===== src/rtl/rv32_ctrl_pkg.sv =====
// Shared encodings for the RV32I multi-cycle control path: FSM states, decoder class
// bit positions and the PC / write-back mux select codes.
package rv32_ctrl_pkg;

  typedef enum logic [2:0] {
    StIdle   = 3'd0,
    StFetch  = 3'd1,
    StDecode = 3'd2,
    StExec   = 3'd3,
    StMem    = 3'd4,
    StWb     = 3'd5,
    StTrap   = 3'd6
  } state_e;

  // Bit positions within the one-hot instruction-class vector
  localparam int unsigned DecLui    = 0;
  localparam int unsigned DecAuipc  = 1;
  localparam int unsigned DecJalr   = 2;
  localparam int unsigned DecJal    = 3;
  localparam int unsigned DecBranch = 4;
  localparam int unsigned DecStore  = 5;
  localparam int unsigned DecLoad   = 6;
  localparam int unsigned DecIAlu   = 7;
  localparam int unsigned DecRType  = 8;

  localparam logic [1:0] PcPlus4 = 2'd0;
  localparam logic [1:0] PcImm   = 2'd1;
  localparam logic [1:0] PcAlu   = 2'd2;

  localparam logic [1:0] WbAlu  = 2'd0;
  localparam logic [1:0] WbLoad = 2'd1;
  localparam logic [1:0] WbPc4  = 2'd2;
  localparam logic [1:0] WbImm  = 2'd3;

endpackage


===== src/rtl/class_decode.sv =====
// Combinational one-hot legality check and class-to-select mapping for the sequencer.
module class_decode
  import rv32_ctrl_pkg::*;
(
  input  logic [8:0] dec,
  output logic       legal,
  output logic       is_branch,
  output logic       is_load,
  output logic       is_store,
  output logic [1:0] wb_sel,
  output logic [1:0] pc_sel
);

  // Exactly one bit set: non-zero and clearing the lowest set bit leaves nothing
  assign legal     = (dec != '0) && ((dec & (dec - 9'd1)) == '0);
  assign is_branch = dec[DecBranch];
  assign is_load   = dec[DecLoad];
  assign is_store  = dec[DecStore];

  always_comb begin
    wb_sel = WbAlu;
    pc_sel = PcPlus4;
    if (dec[DecLoad]) begin
      wb_sel = WbLoad;
    end else if (dec[DecJal]) begin
      wb_sel = WbPc4;
      pc_sel = PcImm;
    end else if (dec[DecJalr]) begin
      wb_sel = WbPc4;
      pc_sel = PcAlu;
    end else if (dec[DecLui]) begin
      wb_sel = WbImm;
    end else if (dec[DecAuipc] || dec[DecIAlu] || dec[DecRType]) begin
      // AUIPC has the ALU form pc+imm, so it writes back like an ALU op
      wb_sel = WbAlu;
      pc_sel = PcPlus4;
    end
  end

endmodule


===== src/rtl/multicycle_ctrl.sv =====
// Multi-cycle RV32I sequencer: FETCH/DECODE/EXEC/MEM/WB FSM with bus timeouts,
// retired-instruction counter and sticky trap on illegal class or timeout.
module multicycle_ctrl
  import rv32_ctrl_pkg::*;
#(
  parameter int unsigned TIMEOUT = 255
) (
  input  logic        clk,
  input  logic        rst,
  input  logic        en,
  input  logic [8:0]  dec,
  input  logic        br_taken,
  input  logic        imem_ack,
  input  logic        dmem_ack,
  output logic        imem_req,
  output logic        dmem_req,
  output logic        dmem_we,
  output logic        ir_we,
  output logic        rf_we,
  output logic        pc_we,
  output logic [1:0]  pc_sel,
  output logic [1:0]  wb_sel,
  output logic [31:0] instret,
  output logic        trap,
  output logic        bus_err,
  output logic [2:0]  state
);

  localparam logic [7:0] Limit = 8'(TIMEOUT);

  state_e      state_q, state_d;
  logic [8:0]  cls_q, cls_in;
  logic [7:0]  wait_q, wait_d, wait_inc;
  logic [31:0] instret_q;
  logic        trap_q, trap_d, bus_err_q, bus_err_d;
  logic        legal, is_branch, is_load, is_store;
  logic [1:0]  cd_wb_sel, cd_pc_sel;
  logic        waiting, ack, wait_hit;

  // The class is sampled from the decoder only in DECODE and held afterwards
  assign cls_in = (state_q == StDecode) ? dec : cls_q;

  class_decode u_class_decode (
    .dec       (cls_in),
    .legal     (legal),
    .is_branch (is_branch),
    .is_load   (is_load),
    .is_store  (is_store),
    .wb_sel    (cd_wb_sel),
    .pc_sel    (cd_pc_sel)
  );

  assign waiting  = (state_q == StFetch) || (state_q == StMem);
  assign ack      = ((state_q == StFetch) && imem_ack) || ((state_q == StMem) && dmem_ack);
  assign wait_inc = wait_q + 8'd1;
  // An ack in the limit cycle still completes the access
  assign wait_hit = waiting && !ack && (wait_inc == Limit);

  always_comb begin
    state_d   = state_q;
    trap_d    = trap_q;
    bus_err_d = bus_err_q;
    unique case (state_q)
      StIdle:   if (en) state_d = StFetch;
      StFetch: begin
        if (imem_ack) begin
          state_d = StDecode;
        end else if (wait_hit) begin
          state_d   = StTrap;
          trap_d    = 1'b1;
          bus_err_d = 1'b1;
        end
      end
      StDecode: begin
        if (legal) begin
          state_d = StExec;
        end else begin
          state_d   = StTrap;
          trap_d    = 1'b1;
          bus_err_d = 1'b0;
        end
      end
      StExec: begin
        if (is_branch)                state_d = StFetch;
        else if (is_load || is_store) state_d = StMem;
        else                          state_d = StWb;
      end
      StMem: begin
        if (dmem_ack) begin
          state_d = is_load ? StWb : StFetch;
        end else if (wait_hit) begin
          state_d   = StTrap;
          trap_d    = 1'b1;
          bus_err_d = 1'b1;
        end
      end
      StWb:     state_d = StFetch;
      StTrap:   state_d = StTrap;
      default:  state_d = StIdle;
    endcase
  end

  always_comb begin
    wait_d = wait_q;
    if (state_d != state_q) begin
      wait_d = '0;
    end else if (waiting && !ack) begin
      wait_d = wait_inc;
    end
  end

  always_comb begin
    imem_req = (state_q == StFetch);
    ir_we    = (state_q == StFetch) && imem_ack;
    dmem_req = (state_q == StMem);
    dmem_we  = (state_q == StMem) && is_store;
    rf_we    = (state_q == StWb);
    pc_we    = ((state_q == StExec) && is_branch) ||
               ((state_q == StMem) && is_store && dmem_ack) ||
               (state_q == StWb);
    pc_sel   = PcPlus4;
    wb_sel   = WbAlu;
    if ((state_q == StExec) && is_branch && br_taken) begin
      pc_sel = PcImm;
    end else if (state_q == StWb) begin
      pc_sel = cd_pc_sel;
      wb_sel = cd_wb_sel;
    end
  end

  always_ff @(posedge clk) begin
    if (!rst) begin
      state_q   <= StIdle;
      cls_q     <= '0;
      wait_q    <= '0;
      instret_q <= '0;
      trap_q    <= 1'b0;
      bus_err_q <= 1'b0;
    end else begin
      state_q   <= state_d;
      cls_q     <= cls_in;
      wait_q    <= wait_d;
      trap_q    <= trap_d;
      bus_err_q <= bus_err_d;
      if (pc_we) instret_q <= instret_q + 32'd1;
    end
  end

  assign instret = instret_q;
  assign trap    = trap_q;
  assign bus_err = bus_err_q;
  assign state   = state_q;

endmodule


===== config.mk =====
export PLATFORM = sky130hd
export DESIGN_NAME = multicycle_ctrl
export DESIGN_NICKNAME = d
export VERILOG_FILES = /design/src/rtl/rv32_ctrl_pkg.sv /design/src/rtl/class_decode.sv /design/src/rtl/multicycle_ctrl.sv
export SDC_FILE = /design/constraint.sdc
export NUM_CORES = 1
export LEC_CHECK = 0
export CORE_MARGIN = 3
export CORE_UTILIZATION = 50
export DETAILED_ROUTE_END_ITERATION = 7
export PLACE_DENSITY = 0.91
export SLEW_MARGIN = 25
export SYNTH_ARGS = -nofsm -noshare
export SYNTH_HDL_FRONTEND = slang
export SYNTH_SLANG_ARGS = --single-unit

===== constraint.sdc =====
create_clock -name clk -period 2.2 [get_ports clk]
set_clock_uncertainty 0.05 [all_clocks]
set_input_delay 0.22 -clock clk [delete_from_list [all_inputs] [get_ports clk]]
set_output_delay 0.22 -clock clk [all_outputs]
set_load 0.005 [all_outputs]

==> metrics.md <==
| Metric | Value |
|---|---|
| Most frequent CP cell | buf_4 |
| First-pass GRT wire length | 11300 um |
| CP max stage cell | clkdlybuf4s50_1 |
| Cells after DPL | 466 |
| # DRC | 0 |
| Clk buf depth | 2 |
| Sequential cell area | approximately 1000 sq um |
| Max Fclk | ~480 MHz |
| Crit path largest cell delay | around 0.53 ns |
| Drt pass-1 iters | 4 |
| Core ar. | about 4900 sq um |
| Max FO, Critical Path | 14 |
| Clock root cell | clkbuf_8 |
| DRT antenna net count | 0 |
| Mapped Avg Cell Area | around 8.0 sq um |
| Post-Synth Adder-Cell Area | 0.0216 |
| H-Tree Depth | 2 |
| Clk_lat worst skew | between 0.3 and 0.4 ns |
| CTS Buf Count | 5 |
| Standard-cell rows | 25 |
| Setup TNS Final | 0 ns |
| Max Cap Violations | 0 |
| Async set or reset register ratio after synthesis | 0 |
| Yosys cell types | 46 |
| Multi-input combinational cell area | 1580 sq um |
| RSZ-0062 raised after global routing | no |
| FF+latch count, synth | 51 |
| Yosys Warn Count | 0 |
| Worst Max-Slew Pin Slew | around 0.38 ns |
| Min cycle time layout | approximately 2.1 ns |
| Placed Area | between 3000 and 4000 sq um |
| CP Cell Sequence | buf_4 -> nand4b_1 -> o21ai_1 -> buf_4 -> clkdlybuf4s50_1 |
| Status | completed |
| Vias in the first global route | between 2000 and 2500 |
| Antenna violations before repair | 0 |
| Post-synth EDFFs | 0 |
| CTS tree | built |
| Nets | between 400 and 500 |
| PwrDens | 525 nW/um^2 |
| Post-synth top area cell | dfxtp_1 |
| Hold Worst Slack | around 0.29 ns |
| Die area | between 6000 and 7000 sq um |
| WP data required | 1.93 ns |
| Maximum number of pins on one net before global-route repair | 40 |
| Clock transition at path regs | ~0.09 ns |
| Initial DRC count | roughly 230 |
| Most used DFF post-synth | dfxtp_1 |
| Share of layout cells above drive strength 1 | 0.120 |
| Combinational family with the most area after synthesis | simple AND/OR/NAND/NOR gates |
| Drt via density | between 5 and 6 |
| Total vias in the final route | around 2700 |
| Most frequent cells in the layout | clkdlybuf4s50_1, dfxtp_1, nor2_1 |
| Origin of the worst setup path | state[2] |
| Chip width | approximately 80 um |
| Peak VDD IR | approximately 280 uV |
| Post-synthesis sequential area ratio | 0.383 |
| CP endpoint kind | output pin |
| Pins over their slew limit | 0 |
| Synth Cell Area | around 2700 sq um |
| Leak | 1.24 nW |
| Crit path DAT | ~1.8 ns |
| Post-synth net total | around 350 |
| Synth area leaders | dfxtp_1, xnor2_1, nor2_1, nand2_1, a21oi_1 |
| I/O pins | 62 |
| Total gr overflow | 0 |
| N_diodes | 0 |
| Hold_sp | dec[4] |
| CP Launch Type | flop |
| Final setup violating endpoints | 0 |
| Finished layout cell area | 3590 sq um |
| Tcrit/Tclk final | 0.956 |
| Final Hold Fails | 0 |
| # fillers | a little over 400 |
| Critical path type | flop to output pin |
| Post-synthesis xor/xnor area fraction | 0.105 |
| WL/cell | approximately 14 um |
| Area grow syn2layout | 34.9% |
| Yosys top cell area share | 0.383 |
| Post-synthesis compound-gate area fraction | 0.110 |
| Sink Count | 51 |
| Max transition margin | 0.744 |
| Die height | 79.0 um |
| Reg2reg start | wait_q[1] |
| Post-route insts no fill | ~470 |
| Dpl hpwl | about 5000 um |
| WL final | about 7000 um |
| Commonest non-fill, non-tap cell in the layout | clkdlybuf4s50_1 |
| Initial Util | 0.539 |
| Total track usage | 0.221 |
| Hold WC Path Type | input port to flop |
| Mapped Cells | between 300 and 400 |
| GP Congestion | about 0.8 |
| Post-Synth Simple-Gate Area | 0.342 |
| I/O Buffers | 61 |
| Mux share of post-synthesis cell area | 0.00752 |
## area by class of cell
type                       instances  share of cell area
multi-input combinational        259               0.439
sequential                        51               0.285
timing repair buffer              79               0.210
tap                               67              0.0233
clock buffer                       5              0.0192
clock inverter                     3              0.0129
inverter                          10              0.0105
## path summary, 6_finish.rpt
check	to	slack, ns	cells past startpoint
setup reg to reg	wait_q[5]	0.15	7
setup / recovery	pc_we	0.1	5
hold reg to reg	cls_q[0]	0.44	2
hold / removal	cls_q[4]	0.29	4
## synth_stat cells (2+ instances only)
cell type,n
clkbuf_1,10
a21oi_1,21
or3_1,7
nor3b_1,2
maj3_1,2
nand2b_1,4
inv_1,9
o21ai_0,9
and4_1,6
and3_1,5
a41oi_1,2
a31oi_1,3
nor3_2,8
nor4_1,3
nand4b_1,2
mux2i_1,2
xnor2_1,20
ha_1,3
nor3_1,14
xor2_1,12
nand3_1,13
nand4_1,14
dfxtp_1,51
nor2_1,43
or2_2,2
nand2_1,41
and2_1,4
## state kept, by name, indices dropped and copies added (netlist names)
register / count
trap: 1
instret: 32
wait_q: 8
state: 3
bus_err: 1
cls_q: 6
## layer usage
layer	vias to the layer above	routed length, um	track usage
li1	1310	-	-
met1	1268	3030	0.275
met2	84	3400	0.391
met3	9	293	0.0306
met4	0	97	0.0687
met5	-	0	0
## cells by family (layout without fill, tap and decap cells)
kind of cell,after synthesis,in the layout
AND/OR/NAND/NOR,174,174
flip-flops,51,51
AO/OA/AOI/OAI,46,46
XOR/XNOR,32,32
buffers and inverters,21,97
adder cells (fa/ha/maj),5,5
multiplexers,2,2
## worst max-delay path: cells and delay by family (launching register included)
family / cells / cell delay [ns]
AND/OR/NAND/NOR: 1 / 0.17
flip-flops: 1 / 0.32
buffers and inverters: 3 / 0.92
AO/OA/AOI/OAI: 1 / 0.11
## metrics by stage
step / util / total power, W / worst slack [ns]
after floorplan: - / 0.00111 / 0.225
after global placement: 0.698 / 0.00122 / -0.281
after detailed placement: 0.698 / 0.00123 / -0.348
after CTS: 0.722 / 0.00188 / -0.000455
after global routing: 0.727 / 0.00194 / 0.0122
final: 0.727 / 0.00188 / 0.0963
## timing repair
item,in CTS,in global routing
hold buffers,0,0
setup endpoints to repair,9,19
buffers inserted,0,0
resized for setup,2,9
pin swaps,4,13
## power by group
group	leakage [nW]	total, W	internal, W	switching, W
clock network	0.0548	0.000673	0.000343	0.000330
registers	0.412	0.000951	0.000937	0.0000138
logic	0.770	0.000260	0.000120	0.000140
Note: power is estimated with default switching activity, not from simulation.
